[config.mk]
export PLATFORM = sky130hd
export DESIGN_NAME = hazard_ctrl
export DESIGN_NICKNAME = d
export VERILOG_FILES = /design/src/rtl/hazard_ctrl.sv
export SDC_FILE = /design/constraint.sdc
export NUM_CORES = 1
export LEC_CHECK = 0
export CAP_MARGIN = 25
export CORE_AREA = 2 2 77 79
export CTS_CLUSTER_SIZE = 24
export DETAILED_ROUTE_END_ITERATION = 7
export DIE_AREA = 0 0 79 81
export PLACE_DENSITY = 0.7
export SYNTH_ARGS = -nofsm -noshare
export SYNTH_HDL_FRONTEND = slang
export SYNTH_SLANG_ARGS = --single-unit
[constraint.sdc]
create_clock -name clk -period 2.5 [get_ports clk]
set_input_delay 0.5 -clock clk [delete_from_list [all_inputs] [get_ports clk]]
set_output_delay 0.5 -clock clk [all_outputs]
set_load 0.03 [all_outputs]
[src/rtl/hazard_ctrl.sv]
// hazard_ctrl: hazard and forwarding controller for a 5-stage MIPS pipeline.
// Keeps a shadow copy of the destination and timing info for the E, M and W
// stages. From that copy it generates the stall, the D/E flush and the
// operand forwarding selects, and it tracks the mult/div busy window.
//
// Ports:
//   clk, reset              clock, synchronous active-high reset
//   Rs_D, Rt_D              D-stage source register fields
//   Tuse_rs_D, Tuse_rt_D    cycles until each source is needed (3 = unused)
//   RegWrite_D, WriteReg_D  D-stage destination
//   Tnew_D                  cycles after entering E until the result is ready
//   md_start_D, md_div_D    D-stage instruction starts a mult (0) or div (1)
//   md_use_D                D-stage instruction touches HI/LO or the MDU
//   Stall_F, Stall_D, CLR_E hold PC, hold F/D, flush D/E
//   ForwardA_D, ForwardB_D  D operand select: 0 GRF, 1 M result, 2 E result
//   ForwardA_E, ForwardB_E  E operand select: 0 D/E reg, 1 W result, 2 M result
//   ForwardWD_M             M store data taken from the W result
//   md_busy                 MDU busy counter is nonzero
module hazard_ctrl #(
  parameter int MULT_CYC = 5,
  parameter int DIV_CYC  = 10,
  parameter int CNT_W    = 4
) (
  input  logic       clk,
  input  logic       reset,
  input  logic [4:0] Rs_D,
  input  logic [4:0] Rt_D,
  input  logic [1:0] Tuse_rs_D,
  input  logic [1:0] Tuse_rt_D,
  input  logic       RegWrite_D,
  input  logic [4:0] WriteReg_D,
  input  logic [1:0] Tnew_D,
  input  logic       md_start_D,
  input  logic       md_div_D,
  input  logic       md_use_D,
  output logic       Stall_F,
  output logic       Stall_D,
  output logic       CLR_E,
  output logic [1:0] ForwardA_D,
  output logic [1:0] ForwardB_D,
  output logic [1:0] ForwardA_E,
  output logic [1:0] ForwardB_E,
  output logic       ForwardWD_M,
  output logic       md_busy
);

  // E-stage shadow
  logic       wr_e_q, st_e_q, dv_e_q;
  logic [4:0] a_e_q, rs_e_q, rt_e_q;
  logic [1:0] tn_e_q;
  // M-stage shadow
  logic       wr_m_q;
  logic [4:0] a_m_q, rt_m_q;
  logic [1:0] tn_m_q;
  // W-stage shadow
  logic       wr_w_q;
  logic [4:0] a_w_q;
  // MDU busy counter
  logic [CNT_W-1:0] cnt_q, cnt_d;

  logic       stall;
  logic       stall_rs, stall_rt, stall_md;
  logic [1:0] tn_m_d;

  // A source needs a stall when a pending writer will not have its result
  // ready by the time the consumer needs it.
  function automatic logic src_stall(input logic [4:0] src, input logic [1:0] tuse,
                                     input logic wr_e, input logic [4:0] a_e,
                                     input logic [1:0] tn_e, input logic wr_m,
                                     input logic [4:0] a_m, input logic [1:0] tn_m);
    logic hit_e, hit_m;
    hit_e = wr_e && (a_e == src) && (tn_e > tuse);
    hit_m = wr_m && (a_m == src) && (tn_m > tuse);
    return (tuse != 2'd3) && (src != 5'd0) && (hit_e || hit_m);
  endfunction

  function automatic logic [1:0] fwd_d(input logic [4:0] src,
                                       input logic wr_e, input logic [4:0] a_e,
                                       input logic [1:0] tn_e, input logic wr_m,
                                       input logic [4:0] a_m, input logic [1:0] tn_m);
    logic [1:0] sel;
    sel = 2'd0;
    if (wr_e && (a_e == src) && (a_e != 5'd0) && (tn_e == 2'd0))
      sel = 2'd2;
    else if (wr_m && (a_m == src) && (a_m != 5'd0) && (tn_m == 2'd0))
      sel = 2'd1;
    return sel;
  endfunction

  function automatic logic [1:0] fwd_e(input logic [4:0] src,
                                       input logic wr_m, input logic [4:0] a_m,
                                       input logic [1:0] tn_m, input logic wr_w,
                                       input logic [4:0] a_w);
    logic [1:0] sel;
    sel = 2'd0;
    if (wr_m && (a_m == src) && (a_m != 5'd0) && (tn_m == 2'd0))
      sel = 2'd2;
    else if (wr_w && (a_w == src) && (a_w != 5'd0))
      sel = 2'd1;
    return sel;
  endfunction

  always_comb begin
    stall_rs = src_stall(Rs_D, Tuse_rs_D, wr_e_q, a_e_q, tn_e_q, wr_m_q, a_m_q, tn_m_q);
    stall_rt = src_stall(Rt_D, Tuse_rt_D, wr_e_q, a_e_q, tn_e_q, wr_m_q, a_m_q, tn_m_q);
    // A mult/div sitting in E has not loaded the counter yet, so it counts as busy.
    stall_md = md_use_D && (st_e_q || (cnt_q != '0));
    stall    = stall_rs || stall_rt || stall_md;

    Stall_F = stall;
    Stall_D = stall;
    CLR_E   = stall;

    ForwardA_D  = fwd_d(Rs_D, wr_e_q, a_e_q, tn_e_q, wr_m_q, a_m_q, tn_m_q);
    ForwardB_D  = fwd_d(Rt_D, wr_e_q, a_e_q, tn_e_q, wr_m_q, a_m_q, tn_m_q);
    ForwardA_E  = fwd_e(rs_e_q, wr_m_q, a_m_q, tn_m_q, wr_w_q, a_w_q);
    ForwardB_E  = fwd_e(rt_e_q, wr_m_q, a_m_q, tn_m_q, wr_w_q, a_w_q);
    ForwardWD_M = wr_w_q && (a_w_q == rt_m_q) && (a_w_q != 5'd0);
    md_busy     = (cnt_q != '0);
  end

  always_comb begin
    tn_m_d = (tn_e_q == 2'd0) ? 2'd0 : tn_e_q - 2'd1;
    cnt_d  = cnt_q;
    if (st_e_q)
      cnt_d = dv_e_q ? CNT_W'(DIV_CYC) : CNT_W'(MULT_CYC);
    else if (cnt_q != '0)
      cnt_d = cnt_q - 1'b1;
  end

  always_ff @(posedge clk) begin
    if (reset) begin
      wr_e_q <= 1'b0; a_e_q <= '0; tn_e_q <= '0; rs_e_q <= '0;
      rt_e_q <= '0;   st_e_q <= 1'b0; dv_e_q <= 1'b0;
      wr_m_q <= 1'b0; a_m_q <= '0; tn_m_q <= '0; rt_m_q <= '0;
      wr_w_q <= 1'b0; a_w_q <= '0;
      cnt_q  <= '0;
    end else begin
      // A stall flushes D/E, so the E shadow receives a bubble.
      if (stall) begin
        wr_e_q <= 1'b0; a_e_q <= '0; tn_e_q <= '0; rs_e_q <= '0;
        rt_e_q <= '0;   st_e_q <= 1'b0; dv_e_q <= 1'b0;
      end else begin
        wr_e_q <= RegWrite_D;
        a_e_q  <= WriteReg_D;
        tn_e_q <= Tnew_D;
        rs_e_q <= Rs_D;
        rt_e_q <= Rt_D;
        st_e_q <= md_start_D;
        dv_e_q <= md_div_D;
      end
      wr_m_q <= wr_e_q;
      a_m_q  <= a_e_q;
      tn_m_q <= tn_m_d;
      rt_m_q <= rt_e_q;
      wr_w_q <= wr_m_q;
      a_w_q  <= a_m_q;
      cnt_q  <= cnt_d;
    end
  end

endmodule

==> results of run 1 <==
## critical path, delay by kind of cell
family / cells / cell delay, ps
buf+inv: 2 / 240
compound gates: 3 / 360
simple gates: 2 / 970
## power by group through the flow
| stage | clock network [mW] | registers [mW] | logic (mW) |
|---|---|---|---|
| final | 0.633 | 0.881 | 0.901 |
| after global routing | 0.676 | 0.897 | 0.984 |
| after CTS | 0.641 | 0.883 | 0.875 |
| after detailed placement | 0 | 0.897 | 0.853 |
| after global placement | 0 | 0.895 | 0.834 |
| after floorplan | 0 | 0.865 | 0.621 |
## Yosys cell counts
master and number:
sky130_fd_sc_hd__ha_1 11, sky130_fd_sc_hd__nor2b_1 17, sky130_fd_sc_hd__a211o_1 3, sky130_fd_sc_hd__inv_1 12, sky130_fd_sc_hd__a2111oi_2 1, sky130_fd_sc_hd__a21oi_1 6, sky130_fd_sc_hd__o21ai_2 1, sky130_fd_sc_hd__buf_6 2
sky130_fd_sc_hd__or3b_1 1, sky130_fd_sc_hd__xnor2_1 14, sky130_fd_sc_hd__or4_1 7, sky130_fd_sc_hd__nand2b_1 21, sky130_fd_sc_hd__nor2_1 8, sky130_fd_sc_hd__buf_2 3, sky130_fd_sc_hd__buf_4 4, sky130_fd_sc_hd__or3_1 1
sky130_fd_sc_hd__o21a_1 1, sky130_fd_sc_hd__o21ai_1 4, sky130_fd_sc_hd__o21ai_0 2, sky130_fd_sc_hd__or2_1 1, sky130_fd_sc_hd__nor4_2 20, sky130_fd_sc_hd__o22ai_2 1, sky130_fd_sc_hd__xor2_1 34, sky130_fd_sc_hd__nor3_1 5
sky130_fd_sc_hd__clkbuf_1 9, sky130_fd_sc_hd__nand2_1 3, sky130_fd_sc_hd__nand3_1 7, sky130_fd_sc_hd__a22oi_1 1, sky130_fd_sc_hd__a211oi_1 1, sky130_fd_sc_hd__dfxtp_1 43, sky130_fd_sc_hd__nor4_1 9
## layer usage
| metal | global-route usage | vias up |
|---|---|---|
| met1 | 0.217 | 905 |
| met4 | 0.0724 | 0 |
| met3 | 0.0378 | 12 |
| li1 | - | 980 |
| met2 | 0.339 | 40 |
| met5 | 0 | - |
## cell type report
class,instances,area (sq um),area share
clock buffers,6,72.6,0.0219
clock inverters,2,60.1,0.0181
inverters,12,45.0,0.0136
multi-input cells,180,1560,0.469
flip-flops and latches,43,878,0.265
well taps,75,93.8,0.0283
repair buffers,72,613,0.185
## worst min path at each step
stage,startpoint,end,depth (start not counted)
after floorplan,tn_e_q[0],tn_m_q[0],1
after global placement,tn_e_q[0],tn_m_q[0],1
after detailed placement,tn_e_q[0],tn_m_q[0],1
after CTS,tn_e_q[0],tn_m_q[0],1
after global routing,tn_e_q[0],tn_m_q[0],1
final,tn_e_q[0],tn_m_q[0],1
## layout by cell type, fill, tap and decap left out, drive strengths merged
cell type and instances:
o21ai 7, xnor2 14, o21a 1, dlygate4sd2 6, nor4 29, bufinv 2
nor2 8, nor3 5, dfxtp 43, nand3 7, a22oi 1, clkdlybuf4s50 12
inv 12, or2 1, ha 11, xor2 34, a21oi 6, clkbuf 7
a2111oi 1, a211oi 1, or3b 1, nand2b 21, or4 7, clkdlybuf4s15 1
a211o 3, buf 51, nand2 3, nor2b 17, or3 1, o22ai 1
dlymetal6s2s 1
## timing repair
action                     4_1_cts  5_1_grt
hold buffers                     0        0
pin swaps                       15        9
buffers inserted                 0        8
setup endpoints to repair       10        7
gates resized for setup         54       22
## registers in the layout (all words and copies together), names as in the netlist
register,cells
wr_w_q,1
wr_e_q,1
rs_e_q,5
tn_e_q,2
a_e_q,5
rt_e_q,5
st_e_q,1
a_w_q,5
wr_m_q,1
dv_e_q,1
cnt_q,4
tn_m_q,2
rt_m_q,5
a_m_q,5
## logic make-up (layout without fill, tap and decap cells)
family	after synthesis	in the layout	share of synthesized area
compound gates	21	21	0.0597
xor+xnor	48	48	0.173
buf+inv	30	92	0.0602
fa+ha+maj	11	11	0.0566
simple gates	100	100	0.296
flops	43	43	0.354
==> results.env, run 1 <==
PLACE.DETAILED.INSTANCES=374
ENDPOINT='Stall_F'
PLACEMENT.CELL_AREA_SQ_MM=0.00304
CP_SLOWEST_CELL='sky130_fd_sc_hd__or4_4'
NET-SWITCHING-POWER_uW=790
SYNTHTOLAYOUTAREAGROWTH_PCT=36.7
SLEW-LIMIT-HEADROOM=0.713
TIMING.FMAX_GHz=0.388
CAP_VIOL_MAX_COUNT=0
TIMING.FINAL.SETUP_VIOLATIONS=3
SETUP.WORST_PATH.END_CLASS='output pin'
LIBRARY_CELLS_USED_BY_SYNTHESIS=31
FLOORPLAN.CORE_AREA_SQ_MM=0.00568
GRT_PASS1_WL_MICRONS=9220
SYNTH_REGISTER_BITS=43
TIMING.CRITICAL_PATH.REQUIRED_PS=2000
STD_CELL_ROWS=28
TOP_SIGNAL_LAYER_USED='met4'
MAX_STAGE_DELAY_PS=550
SYN-CELL-AREA_SQ_MM=0.00243
WORSTREG2REGEND='rt_e_q[4]'
SYNTH_NETS=291
FIRSTDRTPASSITERS=4
BUFFER_PORTS.INSERTED=39
ROUTE.ANTENNA.REMAINING_NETS=0
CRIT_PATH_START_KIND='primary input'
R2R_SLACK_PS=540
VIOLATIONS='setup timing'
TIMING.HOLD.WORST.CLASS='reg2reg'
PROPORTION_OF_TOTAL_POWER_DUE_TO_NET_SWITCHING=0.327
INITIAL_CORE_UTIL=0.428
DESIGN.DIE.AREA_SQ_MM=0.00640
IRDROPWORSTVDD_mV=0.634
POST-ROUTE-WORST-SETUP-SLACK_PS=-80.0
CTSLONGESTPATHBUFFERS=2
DETAIL_ROUTE.WIRELENGTH_MICRONS=5790
DIE_HEIGHT_MICRONS=81
SYNTH_TOP_AREA_FRAC=0.354
FINAL_CORE_UTIL=0.585
TOTAL_POWER_mW=2.41
RR_WORST_DEPTH=6
RSZ0062_AT_GRT='true'
YOSYSTOPAREACELL='sky130_fd_sc_hd__dfxtp_1'
YS_WARN_COUNT=0
CTS_TREE='yes'
ROUTED_VIAS=1937
DP_HPWL_MICRONS=4180
DRIVE_GT1_FRAC=0.340
WORST_EP_ARRIVAL_TIME_PS=2080
DETAIL_ROUTE.DRC_VIOLATIONS=0
PLACE_WORST_SETUP_SLACK_PS=-518
LEAKAGE_nW=1.42
FILLCELLCOUNT=509
CRITICALPATHCATEGORY='in2out'
CTS_MAX_LEVEL=2
MEAN_NUMBER_OF_VIAS_PER_CELL=4.97
FINAL_COUNT_OF_HOLD_TIMING_VIOLATIONS=0
GLOBAL_ROUTING_USAGE_SUMMED_ACROSS_ALL_ROUTING_LAYERS=0.187
ORIGIN_OF_THE_WORST_SETUP_PATH='Rt_D[2]'
DIE_WIDTH_MICRONS=79
CRITICAL_PATH.MAX_FANOUT=3
FIN_SKEW_PS=9.14
CRIT_SHARE_POST_ROUTE=1.03
SETUP-TNS-FINAL_PS=-239
SEQ_POWER_SHARE=0.365
MIN_PERIOD_PS=2580
CRIT_CHAIN='buf_6, or4_4, o21ai_4, a211o_1, o22ai_2, or3_4, buf_6'
CLKLATENCYLATEPIN_PS=290
POWER.INTERNAL_mW=1.62
CLK_PIN_SLEW_WORST_PATHS_PS=80
GR-TOTAL-OVERFLOW=0
DR.FIRST_ITER.DRC_COUNT=102
FIN_WORST_HOLD_SLACK_PS=424
WORST-SLEW-PIN-TRANSITION_PS=427
LAYOUTNONFILLERINSTCOUNT=390
NUMBER_OF_I_O_PINS=40
REPORT.FINAL.SLEW_VIOL_COUNT=0
AVGSYNTHCELLAREA_SQ_UM=9.60
CTS.SINK_COUNT=43
DR_WL_MET2_MICRONS=3010
MET1_LENGTH_MICRONS=2450
WL_MET3_MICRONS=200
CTS_BUFFERS=5
GLOBALPLACE.CONGESTION=0.864
PIN_COUNT_OF_THE_BIGGEST_NET_ENTERING_GLOBAL_ROUTING=44
FINALINSTANCEAREA_SQ_MM=0.00332
POWER_PER_CELL_AREA_mW_PER_MM2=727
FINAL_NETS=352
NUMBER_OF_INSTANCES_IN_THE_SYNTHESIZED_NETLIST=253
POWER.SHARE.COMBINATIONAL=0.373
INITIAL_ANTENNA_VIOLATION_COUNT=0
SYNTH_SEQ_AREA_SHARE=0.354
CLOCK_POWER_SHARE=0.262
CTSROOTBUFFERMASTER='sky130_fd_sc_hd__clkbuf_8'
ROUTED_WIRE_LENGTH_PER_INSTANCE_MICRONS=14.9
CRITICAL_PATH.REG2REG.STARTPOINT='a_e_q[4]'
CRITICAL_PATH.MOST_COMMON_CELL='sky130_fd_sc_hd__buf_6'
VIA_COUNT_OF_THE_FIRST_GLOBAL_ROUTING_PASS=1971
STATUS='complete, but fails checks'
ANTENNADIODECOUNT=0
NETLIST_TOP_CELLS_AREA='sky130_fd_sc_hd__dfxtp_1 (35%), sky130_fd_sc_hd__xor2_1 (12%), sky130_fd_sc_hd__nor4_2 (10%)'
Note: power is estimated with default switching activity, not from simulation.
==> run 2, diff against run 1 <==
--- a/config.mk
+++ b/config.mk
@@ -7,6 +7,7 @@
 export LEC_CHECK = 0
 export CAP_MARGIN = 25
 export CORE_AREA = 2 2 77 79
+export CTS_CLUSTER_DIAMETER = 200
 export CTS_CLUSTER_SIZE = 24
 export DETAILED_ROUTE_END_ITERATION = 7
 export DIE_AREA = 0 0 79 81
==> results of run 2 <==
The final DEF is identical to that of run 1; final timing and power are the same.
==> run 3, diff against run 2 <==
--- a/config.mk
+++ b/config.mk
@@ -12,6 +12,7 @@
 export DETAILED_ROUTE_END_ITERATION = 7
 export DIE_AREA = 0 0 79 81
 export PLACE_DENSITY = 0.7
+export SLEW_MARGIN = 30
 export SYNTH_ARGS = -nofsm -noshare
 export SYNTH_HDL_FRONTEND = slang
 export SYNTH_SLANG_ARGS = --single-unit
==> results of run 3 <==
The final DEF is identical to that of run 1; final timing and power are the same.
==> RTL edit 1 (flow settings as in run 2) <==
Reset style: asynchronous (`reset`), changed in one clocked block. Comments in the files are not updated.
--- a/src/rtl/hazard_ctrl.sv
+++ b/src/rtl/hazard_ctrl.sv
@@ -128,7 +128,7 @@
       cnt_d = cnt_q - 1'b1;
   end
 
-  always_ff @(posedge clk) begin
+  always_ff @(posedge clk or posedge reset) begin
     if (reset) begin
       wr_e_q <= 1'b0; a_e_q <= '0; tn_e_q <= '0; rs_e_q <= '0;
       rt_e_q <= '0;   st_e_q <= 1'b0; dv_e_q <= 1'b0;
Formal check against the unedited RTL: differs if reset is asserted again (counterexample within 4 cycles, from zero or initial values and one cycle with reset high); with reset held inactive, the same outputs for 10 cycles.
==> RTL edit 1 against run 2 <==
  * The run still ends with negative setup slack left
  * Wire length is 2.3% lower
  * Non-clock buffer count is 11 higher
  * Die area stayed put
  * Worst setup slack worse by 0.037 ns
  * Maximum frequency is 1.4% lower
  * Register-to-register slack worse by 0.29 ns
  * Final area is 2.7% higher
  * Sequential share of layout area is 5.1 points higher
  * Sequential cell count stayed put
  * Total power is 11% lower
  * Synthesized area is 1.3% lower
  * Largest power group is now registers
==> RTL edit 1: results (changes against run 2) <==
stage,metric,value,unit,change
synth,Yosys warnings,0,,unchanged
grt,first-pass GRT wire length,9.38,mm,+1.7%
clocking,clock-pin slew on the worst setup and hold paths,0.09,ns,
grt,met3 Track Usage GR,5.00,%,+1.2 points
timing,Final Worst Setup Slack,-0.117,ns,-0.0366 ns
worst_setup_path,Crit path largest cell delay,0.53,ns,-0.02 ns
worst_setup_path,CP arrival,2.12,ns,+0.04 ns
outcome,status,"complete, but fails checks",,
routing,router iterations before antenna repair,4,,unchanged
worst_setup_path,Critical Path Fanout Max,4,,+1
routing,WL met3,216,microns,+8.0%
pwr,worst vdd ir,0.326,mV,-49%
finish,Fill cells,524,,+2.9%
synth,Post-Syn Nets,263,,-9.6%
timing,Clock Skew,0.0120,ns,+0.00283 ns
routing,DR vias,1847,,-4.6%
synth,"Seq/Total Area, Yosys",44.9,%,+9.5 points
routing,Detailed Route WL,5.66,mm,-2.3%
routing,WL met1,2.27,mm,-7.0%
placed_design,Port Buffers,39,,unchanged
clocking,TritonCTS Buffers,5,,unchanged
synth,"top cells by area, synth","dfrtp_1 45%, xor2_1 8.8%, xnor2_1 8.4%",,
synth,post-synth cell types,33,,+6.5%
timing,final setup violation count,3,,unchanged
placed_design,routability cong.,0.809,,-6.4%
placed_design,pre-CTS setup slack,-0.485,ns,+0.0328 ns
placed_design,placed cell areas,3100,sq um,+2.0%
worst_setup_path,Top Family by Delay on Critical Path,simple AND/OR/NAND/NOR gates,,
clocking,Skew-Pair Late Insertion Delay,0.31,ns,+0.02 ns
synth,async set or reset register ratio after synthesis,100,%,+100 points
routing,Iteration-0 DRC Markers,48,,-53%
timing,Slew @ Worst Pin,0.546,ns,+0.119 ns
routing,wire length on met2,3.09,mm,+2.5%
placed_design,placed wire-length estimate,4.19,mm,+0.33%
finish,area delta synth->final,42.2,%,
grt,GRT Util Overall,19.9,%,+1.2 points
grt,met2 usage,37.1,%,+3.2 points
synth,post-synthesis area per instance,10.6,sq um,+10%
synth,most instantiated cells after synthesis,"43 x dfrtp_1, 30 x inv_1, 24 x xor2_1",,
finish,Nets,342,,-2.8%
outcome,failing checks,negative setup slack,,
pwr,Leak,0.00163,uW,+15%
finish,share of layout cells above drive strength 1,38.2,%,+4.3 points
grt,GR Util met1,22.2,%,+0.41 points
grt,number of global-route vias before repair,1939,,-1.6%
placed_design,dpl cells,366,,-2.1%
timing,TNS Setup,-0.346,ns,-0.108 ns
finish,fin cells,381,,-2.3%
[RTL edit 1: cell families after synthesis]
| family | synth area share (%) |
|---|---|
| buf+inv | 7.52 |
| xor+xnor | 17.2 |
| fa+ha+maj | 5.22 |
| simple gates | 19.0 |
| flops | 44.9 |
| compound gates | 6.21 |
[RTL edit 1: what timing repair did]
| action | 4_1_cts | 5_1_grt |
|---|---|---|
| pin swaps | 10 | 5 |
| gates resized for setup | 55 | 15 |
| setup buffers | 5 | 2 |
| endpoints found under the setup margin | 10 | 9 |
[RTL edit 1: power breakdown]
| part | internal (uW) | switching [uW] | leakage (uW) |
|---|---|---|---|
| logic | 353 | 354 | 0.00103 |
| registers | 796 | 81.9 | 0.000547 |
| clock network | 323 | 250 | 0.0000612 |
| total | 1470 | 686 | 0.00163 |
[RTL edit 1: layout make-up]
| class | count | share of cell area, % |
|---|---|---|
| Multi-Input combinational cell | 142 | 37.9 |
| Clock inverter | 2 | 1.03 |
| Timing Repair Buffer | 83 | 21.0 |
| Inverter | 30 | 3.30 |
| Clock buffer | 6 | 2.42 |
| Sequential cell | 43 | 31.6 |
| Tap cell | 75 | 2.75 |
[RTL edit 1: worst paths after layout]
path | start | endpoint | slack (ns) | cells past startpoint
hold reg to reg | wr_e_q$_DFF_PP0_ | wr_m_q$_DFF_PP0_ | 0.45 | 0
min in group asynchronous | reset | rt_e_q[4]$_DFF_PP0_ | 0.64 | 3
setup reg to reg | tn_m_q[1]$_DFF_PP0_ | a_e_q[4]$_DFF_PP0_ | 0.25 | 10
max in group asynchronous | reset | tn_m_q[1]$_DFF_PP0_ | 1.47 | 3
setup / recovery | Rs_D[2] | Stall_F | -0.12 | 7
hold / removal | wr_e_q$_DFF_PP0_ | wr_m_q$_DFF_PP0_ | 0.45 | 0
==> RTL edit 2 (flow settings as in run 2) <==
Without the edit above. Set the parameter `CNT_W` to 6 (it was 4).
--- a/src/rtl/hazard_ctrl.sv
+++ b/src/rtl/hazard_ctrl.sv
@@ -19,7 +19,7 @@
 module hazard_ctrl #(
   parameter int MULT_CYC = 5,
   parameter int DIV_CYC  = 10,
-  parameter int CNT_W    = 4
+  parameter int CNT_W    = 6
 ) (
   input  logic       clk,
   input  logic       reset,
Function: no difference found for any inputs over 10 cycles, from zero or initial values and one cycle with reset high; that may be too few to reach the edited logic, so the function may still have changed.
==> RTL edit 2 against run 2 <==
  * The run still ends with negative setup slack left
  * Clock skew shrank 0.0030 ns
  * Wire length grew 5.2%
  * Sequential cell count grew 2
  * Maximum frequency is 1.3% higher
  * Count of clock-buffer cells in the layout shrank 1
  * Worst setup slack improved by 0.034 ns
  * Worst hold slack improved by 0.011 ns
  * Non-clock buffer count decreased by 3
  * Total power decreased by 7.7%
  * Final area rose by 2.0%
  * Synthesized area up 7.8%
  * Largest cell class unchanged
  * Highest routed layer unchanged
==> RTL edit 2: results (changes against run 2) <==
stage,metric,value,unit,change
finish,share of layout cells above drive strength 1,35.1,%,+1.1 points
timing,Slew @ Worst Pin,0.652,ns,+0.224 ns
worst_setup_path,RR Endpoint,rt_e_q[2]$_SDFF_PP0_,,
outcome,status,"complete, but fails checks",,
synth,most instantiated cells after synthesis,"45 x dfxtp_1, 34 x xor2_1, 20 x nor3_2, 20 x o2111ai_1",,
synth,"Seq/Total Area, Yosys",34.4,%,-1.0 points
finish,Nets,361,,+2.6%
grt,first-pass GRT wire length,10.0,mm,+8.6%
pwr,worst vdd ir,0.570,mV,-10%
hold_path,Hold/Removal Path Class,reg2reg,,
synth,async set or reset register ratio after synthesis,0,%,unchanged
synth,post-synth cell types,35,,+13%
finish,fin cells,397,,+1.8%
routing,wire length on met2,3.23,mm,+7.2%
routing,Iteration-0 DRC Markers,110,,+7.8%
outcome,failing checks,negative setup slack,,
placed_design,placed wire-length estimate,4.57,mm,+9.3%
synth,Post-Syn Nets,306,,+5.2%
worst_setup_path,crit path to,Stall_D,,
synth,"top cells by area, synth","dfxtp_1 34%, xor2_1 11%, nor3_2 7.6%",,
worst_setup_path,CP arrival,2.05,ns,-0.03 ns
grt,GRT Util Overall,20.4,%,+1.6 points
worst_setup_path,register-to-register setup slack,0.42,ns,-0.12 ns
grt,largest net degree at the start of global routing,24,,-45%
routing,vias per inst,5.38,,+8.2%
worst_setup_path,Critical Path Source,Rs_D[2],,
grt,number of global-route vias before repair,2149,,+9.0%
placed_design,routability cong.,0.939,,+8.6%
routing,Avg WL per Cell,15.4,microns,+3.4%
timing,final setup violation count,3,,unchanged
pwr,Leak,0.00148,uW,+4.0%
timing,Clock Skew,0.00617,ns,-0.00297 ns
synth,Mapped Cells,268,,+5.9%
finish,Fill cells,536,,+5.3%
routing,WL met3,191,microns,-4.5%
placed_design,dpl cells,385,,+2.9%
worst_setup_path,R2R cell count,9,,+3
routing,WL met1,2.52,mm,+3.2%
timing,Final Worst Setup Slack,-0.0457,ns,+0.0343 ns
==> RTL edit 2: critical path: cells and delay by family <==
kind / cells / cell delay, ns
buffers and inverters: 2 / 0.24
and+or+nand+nor: 2 / 0.91
AOI/OAI and AO/OA: 3 / 0.38
==> RTL edit 2: timing repair <==
action | 4_1_cts | 5_1_grt
buffers inserted | 5 | 1
endpoints found under the hold margin | 0 | 0
setup endpoints to repair | 12 | 8
pin swaps | 21 | 8
resized for setup | 71 | 9
==> RTL edit 2: per-stage QoR <==
stage / hold WS (ns) / cell area (sq um) / util (%) / setup slack (ns) / TNS (ns)
floorplan: 0.401 / 2640 / - / -0.00899 / -0.0180
finish: 0.436 / 3390 / 59.7 / -0.0457 / -0.137
CTS: 0.430 / 3360 / 59.2 / -0.0573 / -0.171
global placement: 0.410 / 3140 / 55.4 / -0.486 / -3.57
detailed placement: 0.417 / 3140 / 55.4 / -0.495 / -4.66
global route: 0.454 / 3390 / 59.7 / -0.0632 / -0.188
==> RTL edit 2: cells by family (layout without fill, tap and decap cells) <==
kind of cell	after synthesis	after routing	synth area share, %
and+or+nand+nor	86	86	23.3
buffers and inverters	35	89	7.50
AOI/OAI and AO/OA	41	41	12.9
DFF	45	45	34.4
xor gates and xnor gates	50	50	16.7
adders and majority gates	11	11	5.25
==> RTL edit 2: worst min-delay path by stage <==
stage / startpoint / end / slack, ns / depth (start not counted)
global placement: tn_e_q[0]$_SDFF_PP0_ / tn_m_q[0]$_SDFF_PP0_ / 0.41 / 1
finish: tn_e_q[0]$_SDFF_PP0_ / tn_m_q[0]$_SDFF_PP0_ / 0.44 / 1
floorplan: tn_e_q[0]$_SDFF_PP0_ / tn_m_q[0]$_SDFF_PP0_ / 0.40 / 1
CTS: tn_e_q[0]$_SDFF_PP0_ / tn_m_q[0]$_SDFF_PP0_ / 0.43 / 1
global route: tn_e_q[0]$_SDFF_PP0_ / tn_m_q[0]$_SDFF_PP0_ / 0.45 / 1
detailed placement: tn_e_q[0]$_SDFF_PP0_ / tn_m_q[0]$_SDFF_PP0_ / 0.42 / 1
==> RTL edit 2: report_power, final <==
group | switching [uW] | internal [uW]
logic | 477 | 434
clock network | 220 | 184
registers | 93.9 | 819
==> RTL edit 2: area by class of cell <==
cell class	instances	share of cell area, %
Sequential cell	45	26.9
Timing Repair Buffer	69	17.1
Clock inverter	1	0.148
Tap cell	75	2.77
Clock buffer	5	2.03
Inverter	14	1.55
Multi-Input combinational cell	188	49.6
==> RTL edit 2: routing by layer <==
metal	track usage, %	vias up
met5	0	-
met4	7.41	0
met3	4.00	14
met2	38.6	41
met1	22.5	1027
li1	-	1052
